### src/rtl/reg_dump_reader_pkg.sv
// rtl/reg_dump_reader_pkg.sv - shared types and constants for the register dump reader
package reg_dump_reader_pkg;

    localparam int DATA_W_DEF   = 32;
    localparam int ADDR_W_DEF   = 5;
    localparam int NUM_REGS_DEF = 2 ** ADDR_W_DEF;

    // x0 is hardwired to zero architecturally, whatever the file array holds.
    localparam int X0_IDX = 0;

    typedef enum logic [1:0] {
        ST_IDLE = 2'd0,
        ST_READ = 2'd1,
        ST_SEND = 2'd2,
        ST_DONE = 2'd3
    } state_t;

endpackage

### src/rtl/reg_dump_reader.sv
// rtl/reg_dump_reader.sv - walks a register index range through a spare read port and streams (index, data) beats
//
// Ports:
//   clk, reset              rising-edge clock, asynchronous active-low reset
//   start                   one-cycle dump request, honoured only in IDLE
//   first_idx, last_idx     inclusive register range to dump
//   abort                   cancels a dump in READ/SEND, no done pulse
//   rd_addr, rd_data        register file read port (combinational read data)
//   out_valid, out_ready    beat handshake
//   out_idx, out_data       register index and value of the current beat
//   busy                    high in READ and SEND
//   done                    one-cycle pulse when the range completes normally
module reg_dump_reader
    import reg_dump_reader_pkg::*;
#(
    parameter int DATA_W   = DATA_W_DEF,
    parameter int ADDR_W   = ADDR_W_DEF,
    parameter int NUM_REGS = NUM_REGS_DEF
) (
    input  logic              clk,
    input  logic              reset,
    input  logic              start,
    input  logic [ADDR_W-1:0] first_idx,
    input  logic [ADDR_W-1:0] last_idx,
    input  logic              abort,
    output logic [ADDR_W-1:0] rd_addr,
    input  logic [DATA_W-1:0] rd_data,
    output logic              out_valid,
    input  logic              out_ready,
    output logic [ADDR_W-1:0] out_idx,
    output logic [DATA_W-1:0] out_data,
    output logic              busy,
    output logic              done
);

    localparam logic [ADDR_W-1:0] LAST_REG = ADDR_W'(NUM_REGS - 1);
    localparam logic [ADDR_W-1:0] X0       = ADDR_W'(X0_IDX);

    state_t            state;
    logic [ADDR_W-1:0] cur;
    logic [ADDR_W-1:0] lim;

    // A file smaller than the index space must never be addressed past its top.
    logic [ADDR_W-1:0] last_clamped;
    assign last_clamped = (last_idx > LAST_REG) ? LAST_REG : last_idx;

    logic accept;
    assign accept = out_valid && out_ready;

    // The only unregistered output: the file sees the address only while reading.
    assign rd_addr = (state == ST_READ) ? cur : '0;

    always_ff @(posedge clk or negedge reset) begin
        if (!reset) begin
            state     <= ST_IDLE;
            cur       <= '0;
            lim       <= '0;
            out_valid <= 1'b0;
            out_idx   <= '0;
            out_data  <= '0;
            busy      <= 1'b0;
            done      <= 1'b0;
        end else begin
            case (state)
                ST_IDLE: begin
                    done <= 1'b0;
                    if (start) begin
                        cur <= first_idx;
                        lim <= last_clamped;
                        if (first_idx <= last_clamped) begin
                            state <= ST_READ;
                            busy  <= 1'b1;
                        end else begin
                            // Empty range: complete immediately with no beats.
                            state <= ST_DONE;
                            done  <= 1'b1;
                        end
                    end
                end

                ST_READ: begin
                    if (abort) begin
                        state <= ST_IDLE;
                        busy  <= 1'b0;
                    end else begin
                        out_data  <= (cur == X0) ? '0 : rd_data;
                        out_idx   <= cur;
                        out_valid <= 1'b1;
                        state     <= ST_SEND;
                    end
                end

                ST_SEND: begin
                    // abort wins over a beat accepted on the same edge.
                    if (abort) begin
                        out_valid <= 1'b0;
                        busy      <= 1'b0;
                        state     <= ST_IDLE;
                    end else if (accept) begin
                        out_valid <= 1'b0;
                        // Stop on lim before incrementing so last_idx at the
                        // top of the index space never wraps cur.
                        if (cur == lim) begin
                            state <= ST_DONE;
                            busy  <= 1'b0;
                            done  <= 1'b1;
                        end else begin
                            cur   <= cur + 1'b1;
                            state <= ST_READ;
                        end
                    end
                end

                ST_DONE: begin
                    done  <= 1'b0;
                    state <= ST_IDLE;
                end

                default: begin
                    state     <= ST_IDLE;
                    out_valid <= 1'b0;
                    busy      <= 1'b0;
                    done      <= 1'b0;
                end
            endcase
        end
    end

endmodule

### config.mk
export PLATFORM = sky130hd
export DESIGN_NAME = reg_dump_reader
export DESIGN_NICKNAME = d
export VERILOG_FILES = /design/src/rtl/reg_dump_reader_pkg.sv /design/src/rtl/reg_dump_reader.sv
export SDC_FILE = /design/constraint.sdc
export NUM_CORES = 1
export LEC_CHECK = 0
export CORE_ASPECT_RATIO = 1.75
export CORE_MARGIN = 5
export CORE_UTILIZATION = 30
export DETAILED_ROUTE_END_ITERATION = 8
export RECOVER_POWER = 25
export REMOVE_ABC_BUFFERS = 1
export SYNTH_ARGS = -nofsm -noshare
export SYNTH_HDL_FRONTEND = slang
export SYNTH_SLANG_ARGS = --single-unit
### constraint.sdc
create_clock -name clk -period 2.65 [get_ports clk]
set_input_delay 0.6625 -clock clk [delete_from_list [all_inputs] [get_ports clk]]
set_output_delay 0.6625 -clock clk [all_outputs]
set_load 0.01 [all_outputs]
After elaboration in Yosys (flattened, before gate mapping)
Index checks and enable logic that the tools add are counted.
Word-level totals
  bits in registers: 52
  input port bits: 47
  output and inout port bits: 45
Operators by class
  $add $sub $neg: 1
  magnitude comparators: 2
  eq/ne operators: 14
  muxes and demuxes: 32
  bitwise logic cells: 1
  reduce and logical (&&, ||, !) cells: 14
Operator list (count)
  32-bit two-way mux: 1
  5-bit two-way mux: 6
  2-bit != test, second input constant: 8
  1-bit two-way mux: 14
  2-bit two-way mux: 6
  5-bit case mux with 2 select lines: 1
  2-bit case mux with 4 select lines: 1
  3-bit != test, second input constant: 2
  1-bit case mux with 3 select lines: 2
  2-bit AND reduction: 3
  6-bit AND reduction: 1
  3-bit nonzero test: 2
  5-bit by 1-bit adder with 5-bit output, second input constant: 1
  5-bit == test: 1
  5-bit > comparator, second input constant: 1
  5-bit less-or-equal comparator: 1
  5-bit zero test: 1
  5-bit AND reduction: 1
  2-bit == test, second input constant: 2
  4-bit AND reduction: 1
  2-bit nonzero test: 2
  3-bit AND reduction: 1
  2-bit by 1-bit == test with 1-bit output, second input constant: 1
  2-bit zero test: 1
  other kinds (3): 3

Depth between registers and ports, before layout
Gate-level depths: netlist of run 1.
  depth in word-level cells: 6
  gate-level depth with buffers: 7

Worst setup path after synthesis of run 1
No wires, ideal clock.
  kind: input to register
  from: in last_idx[4]
  to: reg busy
  arrival: 1.834 ns
  required time: 2.571 ns
  path slack: 0.736 ns
  stages: 7
  path buffers: 0
  cell sequence: inv_1 > ha_1 > a21oi_1 > o221ai_1 > o21a_1 > a221oi_2 > mux2i_1
On the way
  cells in the longest elaborated chain, start to end: 5
Ends and longest elaborated chain
  start, declared: RTL line reg_dump_reader.sv:24  | input logic [ADDR_W-1:0] last_idx,
  5-bit > comparator: RTL line reg_dump_reader.sv:45  | assign last_clamped = (last_idx > LAST_REG) ? LAST_REG : last_idx;
  5-bit two-way mux *: RTL line reg_dump_reader.sv:45
  5-bit less-or-equal comparator *: RTL line reg_dump_reader.sv:70  | if (first_idx <= last_clamped) begin
  2-bit != test (no line) *
  6-bit AND reduction (no line) *
  end signal, assigned: RTL line reg_dump_reader.sv:61  | busy <= 1'b0;
  end signal, assigned: RTL line reg_dump_reader.sv:72  | busy <= 1'b1;
  end signal, assigned: RTL line reg_dump_reader.sv:84  | busy <= 1'b0;
  end, declared: RTL line reg_dump_reader.sv:32  | output logic busy,
Mark *: on every way between the ends. The rest lies on a longest branch, timed or not.
A chain may end at the register's enable or synchronous reset.

Worst setup path after layout of run 1
  from: reg state[1]
  to: out rd_addr[1]
On the way
  cells in the longest elaborated chain, start to end: 2
Ends and longest elaborated chain
  start, declared: RTL line reg_dump_reader.sv:39  | state_t state;
  start signal, assigned: RTL line reg_dump_reader.sv:55  | state <= ST_IDLE;
  start signal, assigned: RTL line reg_dump_reader.sv:71  | state <= ST_READ;
  start signal, assigned: RTL line reg_dump_reader.sv:75  | state <= ST_DONE;
  2-bit by 1-bit == test with 1-bit output: RTL line reg_dump_reader.sv:51  | assign rd_addr = (state == ST_READ) ? cur : '0;
  5-bit two-way mux: RTL line reg_dump_reader.sv:51
  end, declared: RTL line reg_dump_reader.sv:26  | output logic [ADDR_W-1:0] rd_addr,
No other way between the ends.

==> impl_summary.log, run 1 <==
INFO  metric drive_gt1_share = 6.13%
INFO  metric area_growth = 49.2%
INFO  metric iteration_0_drc_count_of_the_detailed_router = 87
INFO  metric worst_slack = 0.138 ns
INFO  metric synth-compound-area-share = 20.8%
INFO  metric power.clock.fraction = 15.6%
INFO  metric vdd_drop_max = 0.536 mV
INFO  metric use_met2 = 22.8%
INFO  metric numPortBuffers = 91
INFO  metric yosys.cell_types.count = 39
INFO  metric holdBufCountCts = 0
INFO  metric worst_hold_path_type = reg -> reg
INFO  metric timing_worst_setup_path_type = reg -> out
INFO  metric place_hpwl = 4810 µm
INFO  metric finalClockSkew = 0.00869 ns
INFO  metric syn-mean-instance-area = 11.2 µm²
INFO  metric chipHeight = 128 µm
INFO  metric main_combinational_cell_family_by_area_after_synthesis = compound AO/OA/AOI/OAI gates
INFO  metric period_needed = 2.51 ns
INFO  metric synth-simple-area-share = 11.9%
INFO  metric crit_path_max_fanout = 8
INFO  metric die_ar = 9930 µm²
INFO  metric route.detailed.drc = 0
INFO  metric place_congestion = 0.785
INFO  metric power_per_cell_area = 1160 nW/µm²
INFO  metric power_frac_comb = 49.9%
INFO  metric detail_route.wirelength = 6200 µm
INFO  metric dieWidth = 77.5 µm
INFO  metric synth_fa_ha_area_share = 6.28%
INFO  metric worst_ep_arrival_time = 1.85 ns
INFO  metric synth.area.mux_share = 1.31%
INFO  metric cp_data_required_time = 1.99 ns
INFO  metric p_leak = 1.56 nW
INFO  metric num_rows = 43
INFO  metric int_power = 2.69 mW
INFO  metric post-place-ws = 0.108 ns
INFO  metric gr-usage-met1 = 13.5%
INFO  metric clock_tree.root_cell = sky130_fd_sc_hd__clkbuf_16
INFO  metric tritoncts = built
INFO  metric synth_flop_cell = sky130_fd_sc_hd__dfrtp_1
INFO  metric wl_per_cell = 15.5 µm
INFO  metric synth_seq_area_share = 54.4%
INFO  metric cap_violations = 0
INFO  metric layout.nets = 368
INFO  metric antennaDiodeCount = 0
INFO  metric synth_edf_count = 0
INFO  metric first_pass_iteration_count_of_the_detailed_router = 4
INFO  metric critical_path.startpoint_type = register
INFO  metric yosys.area_share.xor_xnor = 1.83%
INFO  metric power_switching = 1.43 mW
INFO  metric actual_slew_at_the_worst_max_slew_pin = 0.988 ns
INFO  metric floorplan.initialDensity = 30.4%
INFO  metric design.core.area = 7860 µm²
INFO  metric ctsLongestPathBuffers = 2
INFO  metric grt_overflow_total = 0
INFO  metric ctsHtreeMaxLevel = 2
INFO  metric ys_ff_latch = 52
INFO  metric yosys_warnings = 0
INFO  metric tritoncts_num_sinks = 52
INFO  metric cts.reportedPaths.clkPinSlew = 0.07 ns
INFO  metric met3_usage = 3.16%
INFO  metric slew_headroom = 34.1%
INFO  metric total_power = 4.12 mW
INFO  metric postRouteAntennaNets = 0
INFO  metric result_of_the_run = completed
INFO  metric syn_std_cell_area = 2390 µm²
INFO  metric vias_after_detailed_routing = 1961
INFO  metric max_freq = 398 MHz
INFO  metric cp-end-kind = output pin
INFO  metric grt_peak_use_layer = met2
INFO  metric grt_start_max_net_pins = 33
INFO  metric pin_count = 92
INFO  metric async_flop_share = 100%
INFO  metric hold_violations = 0
INFO  metric flop_pwr_share = 34.5%
INFO  metric finalHoldWorstSlack = 0.476 ns
INFO  metric clkLatencyLatePin = 0.29 ns
INFO  metric synth_cells = 213
INFO  metric sw_frac_of_total = 34.6%
INFO  metric routed_via_density = 4.90
INFO  metric antenna_violations_before_repair = 0
INFO  metric final.period_utilization = 94.8%
INFO  metric tritoncts.num_buffers = 5
INFO  metric grt_first_pass_wirelength = 9890 µm
INFO  metric maxSlewViolCount = 0
INFO  metric rsz0062_at_grt = no
INFO  metric grt.total_usage = 12.6%
INFO  metric setup_viol = 0
INFO  metric via_count_of_the_first_global_routing_pass = 1982
INFO  metric fillers = 800
-- layout make-up --
| class | instances | area (µm²) | share of cell area (%) |
|---|---|---|---|
| Sequential cell | 52 | 1300 | 36.5 |
| Clock inverter | 2 | 10.0 | 0.281 |
| Multi-Input combinational cell | 140 | 1010 | 28.4 |
| Tap cell | 90 | 113 | 3.16 |
| Timing Repair Buffer | 97 | 942 | 26.4 |
| Clock buffer | 6 | 139 | 3.89 |
| Inverter | 13 | 48.8 | 1.37 |
-- power groups by stage --
stage                     sequential, mW  clock (mW)  combinational [mW]
final                               1.42       0.642                2.06
after global routing                1.47       0.708                2.24
after CTS                           1.43       0.675                2.10
after detailed placement            1.44           0                2.08
after global placement              1.43           0                2.07
after floorplan                     1.54           0               0.949
-- flip-flops by register name (all words and copies together), names as in the netlist --
register,cells
busy,1
cur,5
done,1
lim,5
out_data,32
out_idx,5
out_valid,1
state,2
-- cells by family after synthesis --
logic type	count (synthesis)
AO/OA/AOI/OAI	62
XOR/XNOR	5
adder cells (fa/ha/maj)	12
buffers and inverters	21
flip-flops	52
multiplexers	3
AND/OR/NAND/NOR	58
-- what timing repair did --
| item | 4_1_cts | 5_1_grt |
|---|---|---|
| buffers inserted | 0 | 0 |
| resized for setup | 0 | 1 |
| endpoints found under the hold margin | 0 | 0 |
| setup endpoints to repair | 0 | 4 |
-- final timing paths --
path,start,endpoint,slack [ns],depth (start not counted)
hold / removal,out_idx[2],out_idx[2],0.48,2
setup / recovery,state[1],rd_addr[1],0.14,4
min in group asynchronous,reset,lim[4],0.51,1
hold reg to reg,out_idx[2],out_idx[2],0.48,2
setup reg to reg,state[0],busy,0.60,7
max in group asynchronous,reset,done,0.75,2
-- per-layer routing --
layer  part of all wire, %  up-vias
li1                      -      960
met5                     0        -
met3                   6.1        9
met1                    39      929
met2                    53       63
met4                   2.2        0
-- worst max-delay path, stage by stage (launching register included) --
cell and delay, ns:
sky130_fd_sc_hd__dfrtp_1 0.40, sky130_fd_sc_hd__inv_1 0.16, sky130_fd_sc_hd__ha_2 0.29, sky130_fd_sc_hd__and2_1 0.16, sky130_fd_sc_hd__clkdlybuf4s50_1 0.54
-- cell usage after synthesis, types with 2 or more instances --
master / count / share of area, %
sky130_fd_sc_hd__o21ai_0: 6 / 1.3
sky130_fd_sc_hd__a311oi_1: 6 / 2.2
sky130_fd_sc_hd__nor3_1: 5 / 1.0
sky130_fd_sc_hd__or3_1: 2 / 0.52
sky130_fd_sc_hd__ha_1: 12 / 6.3
sky130_fd_sc_hd__nand2_1: 25 / 3.9
sky130_fd_sc_hd__nor2b_1: 2 / 0.52
sky130_fd_sc_hd__and2_1: 5 / 1.3
sky130_fd_sc_hd__dfrtp_1: 52 / 54
sky130_fd_sc_hd__xnor2_1: 5 / 1.8
sky130_fd_sc_hd__o21ai_1: 3 / 0.63
sky130_fd_sc_hd__a211oi_1: 2 / 0.63
sky130_fd_sc_hd__clkbuf_1: 5 / 0.79
sky130_fd_sc_hd__mux2i_1: 2 / 0.84
sky130_fd_sc_hd__a21oi_1: 3 / 0.63
sky130_fd_sc_hd__buf_2: 2 / 0.42
sky130_fd_sc_hd__inv_1: 13 / 2.0
sky130_fd_sc_hd__nor2_1: 9 / 1.4
sky130_fd_sc_hd__a22o_1: 33 / 12
sky130_fd_sc_hd__and3_1: 2 / 0.52
-- stage by stage --
| step | setup TNS [ns] | instance area [µm²] | util [%] | instances |
|---|---|---|---|---|
| floorplan | -6.12 | 2360 | - | 205 |
| global placement | 0 | 3420 | 43.6 | 392 |
| detailed placement | 0 | 3420 | 43.6 | 392 |
| CTS | 0 | 3570 | 45.5 | 400 |
| global route | 0 | 3570 | 45.4 | 400 |
| finish | 0 | 3570 | 45.4 | 400 |
-- cell usage in the layout (no fill, tap or decap), types with 2 or more instances in the layout --
| cell type | n |
|---|---|
| sky130_fd_sc_hd__buf_4 | 4 |
| sky130_fd_sc_hd__and2_1 | 5 |
| sky130_fd_sc_hd__a211oi_1 | 2 |
| sky130_fd_sc_hd__nor3_1 | 5 |
| sky130_fd_sc_hd__dfrtp_1 | 52 |
| sky130_fd_sc_hd__clkdlybuf4s50_1 | 90 |
| sky130_fd_sc_hd__nor2b_1 | 2 |
| sky130_fd_sc_hd__clkbuf_1 | 3 |
| sky130_fd_sc_hd__and3_1 | 2 |
| sky130_fd_sc_hd__a21oi_1 | 3 |
| sky130_fd_sc_hd__or3_1 | 2 |
| sky130_fd_sc_hd__mux2i_1 | 2 |
| sky130_fd_sc_hd__ha_1 | 11 |
| sky130_fd_sc_hd__a22o_1 | 33 |
| sky130_fd_sc_hd__nor2_1 | 8 |
| sky130_fd_sc_hd__xnor2_1 | 5 |
| sky130_fd_sc_hd__o21ai_1 | 3 |
| sky130_fd_sc_hd__inv_1 | 13 |
| sky130_fd_sc_hd__a311oi_1 | 6 |
| sky130_fd_sc_hd__clkinv_2 | 2 |
| sky130_fd_sc_hd__clkbuf_16 | 5 |
| sky130_fd_sc_hd__nand2_1 | 25 |
| sky130_fd_sc_hd__o21ai_0 | 6 |
Power figures use the tool's default switching activity.
==> run 2: changes to the inputs <==
- clock period: 2.65 -> 2.3 ns (I/O delays scaled with it)
==> impl_summary.log, run 2 (synthesis results as in run 1) <==
INFO  metric post-place-cells = 398 (was 392)
INFO  metric tritoncts = built (unchanged)
INFO  metric cts.reportedPaths.clkPinSlew = 0.06 ns (was 0.07 ns)
INFO  metric rsz0062_at_grt = no (unchanged)
INFO  metric grt_first_pass_wirelength = 10300 µm (was 9890 µm)
INFO  metric grt_peak_use_layer = met2 (unchanged)
INFO  metric routed_via_density = 4.95 (was 4.90)
INFO  metric violations = max-capacitance violations, max-slew violations
INFO  metric dieWidth = 77.5 µm (unchanged)
INFO  metric pin_count = 92 (unchanged)
INFO  metric timing_worst_setup_path_type = reg -> out (unchanged)
INFO  metric result_of_the_run = finished, violations left (was completed)
INFO  metric period_needed = 2.20 ns
INFO  metric use_met2 = 23.7% (was 22.8%)
INFO  metric final.period_utilization = 95.6%
INFO  metric crit_path_max_fanout = 8 (unchanged)
INFO  metric iteration_0_drc_count_of_the_detailed_router = 55 (was 87)
INFO  metric clock_tree.root_cell = sky130_fd_sc_hd__clkbuf_16 (unchanged)
INFO  metric first_pass_iteration_count_of_the_detailed_router = 4 (unchanged)
INFO  metric max_freq = 455 MHz
INFO  metric route.detailed.drc = 0 (unchanged)
INFO  metric num_rows = 43 (unchanged)
INFO  metric ctsHtreeMaxLevel = 2 (unchanged)
INFO  metric worst_hold_path_type = reg -> reg (unchanged)
INFO  metric chipHeight = 128 µm (unchanged)
INFO  metric cp_data_required_time = 1.73 ns (was 1.99 ns)
INFO  metric tritoncts.num_buffers = 5 (unchanged)
INFO  metric clkLatencyLatePin = 0.29 ns (about the same)
INFO  metric final_cells = 406 (was 400)
INFO  metric antennaDiodeCount = 0 (unchanged)
INFO  metric finalClockSkew = 0.00670 ns (was 0.00869 ns)
INFO  metric area_growth = 52.7% (was 49.2%)
INFO  metric grt.total_usage = 13.1% (was 12.6%)
INFO  metric total_power = 4.87 mW (was 4.12 mW)
INFO  metric postRouteAntennaNets = 0 (unchanged)
INFO  metric maxSlewViolCount = 34 (was 0)
INFO  metric mostFrequentLayoutCell = sky130_fd_sc_hd__clkdlybuf4s50_1 (unchanged)
INFO  metric hold_violations = 0 (unchanged)
INFO  metric numPortBuffers = 91 (unchanged)
INFO  metric floorplan.initialDensity = 30.4% (unchanged)
INFO  metric gr-usage-met1 = 14.8% (was 13.5%)
INFO  metric holdBufCountCts = 0 (unchanged)
INFO  metric most-common-layout-cells = 86 x sky130_fd_sc_hd__clkdlybuf4s50_1, 52 x sky130_fd_sc_hd__dfrtp_1, 33 x sky130_fd_sc_hd__a22o_1 (was 90 x sky130_fd_sc_hd__clkdlybuf4s50_1, 52 x sky130_fd_sc_hd__dfrtp_1, 33 x sky130_fd_sc_hd__a22o_1)
INFO  metric cts-resized-gates = 2 (was 0)
INFO  metric place_congestion = 0.802 (was 0.785)
INFO  metric p_leak = 1.66 nW (was 1.56 nW)
INFO  metric antenna_violations_before_repair = 0 (unchanged)
INFO  metric finalHoldWorstSlack = 0.475 ns (was 0.476 ns)
INFO  metric post-route-util = 46.5% (was 45.4%)
INFO  metric critical_path.startpoint_type = register (unchanged)
INFO  metric wl_per_cell = 15.9 µm (was 15.5 µm)
INFO  metric ctsLongestPathBuffers = 2 (unchanged)
INFO  metric largest_reg_flops = 32 (unchanged)
INFO  metric design.core.area = 7860 µm² (unchanged)
INFO  metric grt_overflow_total = 0 (unchanged)
INFO  metric setup_viol = 0 (unchanged)
INFO  metric layout.nets = 374 (was 368)
INFO  metric detail_route.wirelength = 6460 µm (was 6200 µm)
INFO  metric grt_start_max_net_pins = 40 (was 33)
INFO  metric met3_usage = 3.23% (was 3.16%)
INFO  metric cp-end-kind = output pin (unchanged)
INFO  metric vdd_drop_max = 0.565 mV (was 0.536 mV)
INFO  metric vias_after_detailed_routing = 2008 (was 1961)
INFO  metric post_cts.repair.setup_buffers = 0 (unchanged)
INFO  metric largest-register = out_data (unchanged)
INFO  metric slew_headroom = -18.7% (was 34.1%)
INFO  metric via_count_of_the_first_global_routing_pass = 2041 (was 1982)
INFO  metric worst_ep_arrival_time = 1.62 ns (was 1.85 ns)
INFO  metric power_per_cell_area = 1340 nW/µm² (was 1160 nW/µm²)
INFO  metric cap_violations = 1 (was 0)
INFO  metric tritoncts_num_sinks = 52 (unchanged)
INFO  metric die_ar = 9930 µm² (unchanged)
INFO  metric actual_slew_at_the_worst_max_slew_pin = 1.78 ns (was 0.988 ns)
INFO  metric drive_gt1_share = 8.54% (was 6.13%)
INFO  metric place_hpwl = 4910 µm (was 4810 µm)
run 2: changes by cell type in the layout (fill, tap and decap cells not counted), sizes merged:
cell | previous run | this run
clkinv | 2 | 0
dlymetal6s2s | 0 | 4
clkinvlp | 0 | 1
buf | 4 | 11
clkdlybuf4s50 | 90 | 86
run 2: power breakdown:
| group | switching (mW) | total (mW) | internal, mW | leakage (nW) |
|---|---|---|---|---|
| Clock | 0.320 | 0.754 | 0.434 | 0.0701 |
| Sequential | 0.301 | 1.65 | 1.35 | 0.635 |
| Combinational | 1.08 | 2.47 | 1.39 | 0.951 |
| Total | 1.70 | 4.87 | 3.18 | 1.66 |
run 2: per-stage QoR:
stage          area (µm²)  worst slack (ns)  setup TNS, ns
2_1_floorplan        2360            -0.541         -17.32
3_3_place_gp         3480           -0.0971        -0.0971
3_5_place_dp         3480            -0.144         -0.210
4_1_cts              3640            0.0171              0
5_1_grt              3650            0.0165              0
6_report             3650             0.102              0
run 2: critical path: stages (launching register included):
cell	delay, ns
sky130_fd_sc_hd__dfrtp_1	0.41
sky130_fd_sc_hd__inv_2	0.09
sky130_fd_sc_hd__ha_4	0.17
sky130_fd_sc_hd__and2_1	0.13
sky130_fd_sc_hd__clkdlybuf4s50_1	0.54
run 2: metal layers:
layer	share of wire, %	up-vias
li1	-	970
met1	40	961
met2	52	72
met3	6.2	5
met4	1.2	0
met5	0	-
run 2: layout make-up:
cell class | count | area, µm²
fillers | 769 | 4200
flip-flops and latches | 52 | 1300
multi-input cells | 140 | 1020
repair buffers | 103 | 1010
clock buffers | 7 | 143
well taps | 90 | 113
inverters | 13 | 48.8
clock inverters | 1 | 7.51
run 2: final timing paths:
check	slack, ns	from	cells past startpoint	endpoint
min reg2reg	0.47	out_idx[3]	2	out_idx[3]
min	0.47	out_idx[3]	2	out_idx[3]
min in group asynchronous	0.76	reset	1	out_data[19]
max	0.10	state[1]	4	rd_addr[1]
max reg2reg	0.21	state[0]	7	busy
max in group asynchronous	0.50	reset	2	busy
==> run 3: changes to the inputs <==
- CAP_MARGIN: unset -> 40
- CORE_MARGIN: 5 -> 2
==> impl_summary.log, run 3 (synthesis results as in run 1) <==
INFO  metric tritoncts.num_buffers = 5 (unchanged)
INFO  metric cap_violations = 0 (was 1)
INFO  metric slew_headroom = 12.6% (was -18.7%)
INFO  metric dieWidth = 71.5 µm (was 77.5 µm)
INFO  metric place_hpwl = 4570 µm (was 4910 µm)
INFO  metric result_of_the_run = completed (was finished, violations left)
INFO  metric post_cts.repair.setup_buffers = 0 (unchanged)
INFO  metric hold_violations = 0 (unchanged)
INFO  metric period_needed = 2.23 ns (was 2.20 ns)
INFO  metric cp-end-kind = output pin (unchanged)
INFO  metric drive_gt1_share = 8.57% (was 8.54%)
INFO  metric hold-path-endpoint = out_idx[4] (was out_idx[3])
INFO  metric power_per_cell_area = 1340 nW/µm² (about the same)
INFO  metric crit_path_max_fanout = 8 (unchanged)
INFO  metric grt_first_pass_wirelength = 10300 µm (about the same)
INFO  metric via_count_of_the_first_global_routing_pass = 2076 (was 2041)
INFO  metric cp_data_required_time = 1.73 ns (about the same)
INFO  metric wl_per_cell = 15.4 µm (was 15.9 µm)
INFO  metric ctsLongestPathBuffers = 2 (unchanged)
INFO  metric num_rows = 43 (unchanged)
INFO  metric numPortBuffers = 91 (unchanged)
INFO  metric antennaDiodeCount = 0 (unchanged)
INFO  metric area_growth = 52.1% (was 52.7%)
INFO  metric worst_ep_arrival_time = 1.65 ns (was 1.62 ns)
INFO  metric floorplan.initialDensity = 30.4% (unchanged)
INFO  metric total_power = 4.88 mW (was 4.87 mW)
INFO  metric final.setup.tns = 0 ns (unchanged)
INFO  metric iteration_0_drc_count_of_the_detailed_router = 71 (was 55)
INFO  metric min_delay_path_depth = 2 (unchanged)
INFO  metric tritoncts_num_sinks = 52 (unchanged)
INFO  metric actual_slew_at_the_worst_max_slew_pin = 1.31 ns (was 1.78 ns)
INFO  metric largest-register = out_data (unchanged)
INFO  metric vdd_drop_max = 0.540 mV (was 0.565 mV)
INFO  metric clock_tree.root_cell = sky130_fd_sc_hd__clkbuf_16 (unchanged)
INFO  metric postRouteAntennaNets = 0 (unchanged)
INFO  metric chipHeight = 122 µm (was 128 µm)
INFO  metric routed_via_density = 4.99 (was 4.95)
INFO  metric most-common-layout-cells = 89 x sky130_fd_sc_hd__clkdlybuf4s50_1, 52 x sky130_fd_sc_hd__dfrtp_1, 33 x sky130_fd_sc_hd__a22o_1 (was 86 x sky130_fd_sc_hd__clkdlybuf4s50_1, 52 x sky130_fd_sc_hd__dfrtp_1, 33 x sky130_fd_sc_hd__a22o_1)
INFO  metric r2r_setup_slack = 0.20 ns (was 0.21 ns)
INFO  metric layout.nets = 373 (was 374)
INFO  metric holdBufCountCts = 0 (unchanged)
INFO  metric detail_route.wirelength = 6240 µm (was 6460 µm)
INFO  metric critical_path.startpoint_type = register (unchanged)
INFO  metric worstHoldStart = out_idx[4] (was out_idx[3])
INFO  metric p_leak = 1.61 nW (was 1.66 nW)
INFO  metric rsz0062_at_grt = no (unchanged)
INFO  metric timing_worst_setup_path_type = reg -> out (unchanged)
INFO  metric vias_after_detailed_routing = 2021 (was 2008)
INFO  metric post-route-util = 46.3% (was 46.5%)
INFO  metric route.detailed.drc = 0 (unchanged)
INFO  metric worst_slack = 0.0748 ns (was 0.102 ns)
INFO  metric ff2ff_path_depth = 8 (was 7)
INFO  metric post-place-ws = -0.138 ns (was -0.144 ns)
INFO  metric timing.rr.start = state[1] (was state[0])
INFO  metric cts.reportedPaths.clkPinSlew = 0.07 ns (was 0.06 ns)
INFO  metric first_pass_iteration_count_of_the_detailed_router = 4 (unchanged)
INFO  metric finalClockSkew = 0.00643 ns (was 0.00670 ns)
INFO  metric antenna_violations_before_repair = 0 (unchanged)
INFO  metric maxSlewViolCount = 0 (was 34)
INFO  metric setup_viol = 0 (unchanged)
INFO  metric worst_hold_path_type = reg -> reg (unchanged)
INFO  metric max_freq = 449 MHz (was 455 MHz)
INFO  metric pin_count = 92 (unchanged)
INFO  metric ctsHtreeMaxLevel = 2 (unchanged)
INFO  metric grt_overflow_total = 0 (unchanged)
INFO  metric mostFrequentLayoutCell = sky130_fd_sc_hd__clkdlybuf4s50_1 (unchanged)
INFO  metric place_congestion = 0.811 (was 0.802)
INFO  metric grt.total_usage = 15.1% (was 13.1%)
INFO  metric worst_r2r_endpoint = busy (unchanged)
INFO  metric grt_start_max_net_pins = 53 (was 40)
INFO  metric design.core.area = 7860 µm² (unchanged)
INFO  metric final.period_utilization = 96.7% (was 95.6%)
INFO  metric tritoncts = built (unchanged)
INFO  metric die_ar = 8730 µm² (was 9930 µm²)
INFO  metric clkLatencyLatePin = 0.29 ns (about the same)
INFO  metric largest_reg_flops = 32 (unchanged)
-- run 3: changes by cell type in the layout (fill, tap and decap cells not counted) --
| cell | delta |
|---|---|
| sky130_fd_sc_hd__buf_2 | +1 |
| sky130_fd_sc_hd__clkbuf_1 | -1 |
| sky130_fd_sc_hd__buf_4 | -1 |
| sky130_fd_sc_hd__dlymetal6s2s_1 | -3 |
| sky130_fd_sc_hd__clkdlybuf4s50_1 | +3 |
-- run 3: stage by stage --
step | instance area [µm²] | hold WS, ns | std cells
floorplan | 2360 | 0.279 | 205
global placement | 3470 | 0.460 | 397
detailed placement | 3470 | 0.473 | 397
CTS | 3640 | 0.426 | 405
global route | 3640 | 0.510 | 405
finish | 3640 | 0.479 | 405
-- run 3: area by class of cell --
| cell class | count | area (µm²) |
|---|---|---|
| sequential | 52 | 1300 |
| multi-input combinational | 140 | 1020 |
| inverter | 13 | 48.8 |
| timing repair buffer | 102 | 1000 |
| clock buffer | 7 | 143 |
| tap | 90 | 113 |
| fill | 790 | 4220 |
| clock inverter | 1 | 7.51 |
-- run 3: worst max-delay path by stage --
| stage | from | endpoint | slack, ns | depth (start not counted) |
|---|---|---|---|---|
| after detailed placement | last_idx[4] | busy | -0.14 | 8 |
| after global routing | state[1] | rd_addr[3] | 0.002 | 4 |
| after floorplan | state[1] | out_data[0] | -0.54 | 5 |
| after CTS | state[1] | rd_addr[4] | 0.03 | 4 |
| final | state[1] | rd_addr[4] | 0.07 | 4 |
| after global placement | last_idx[4] | busy | -0.09 | 8 |
-- run 3: critical path: stages, from the launching register on --
cell and delay (ns):
sky130_fd_sc_hd__dfrtp_1 0.42, sky130_fd_sc_hd__inv_2 0.09, sky130_fd_sc_hd__ha_4 0.17, sky130_fd_sc_hd__and2_1 0.15, sky130_fd_sc_hd__clkdlybuf4s50_1 0.53
-- run 3: layer usage --
| metal | vias to the layer above | GRT usage, % | part of all wire [%] |
|---|---|---|---|
| li1 | 964 | - | - |
| met4 | 0 | 4.95 | 1.5 |
| met3 | 6 | 3.31 | 4.8 |
| met2 | 66 | 26.0 | 52 |
| met1 | 985 | 18.5 | 42 |
| met5 | - | 0 | 0 |
-- run 3: power by group --
part | switching, mW | leakage [nW] | internal [mW]
clock network | 0.330 | 0.0701 | 0.434
logic | 1.07 | 0.907 | 1.40
registers | 0.295 | 0.635 | 1.35
-- run 3: what timing repair did --
item | 4_1_cts | 5_1_grt
gates resized for setup | 2 | 2
setup endpoints to repair | 5 | 5
cloned | 0 | 0
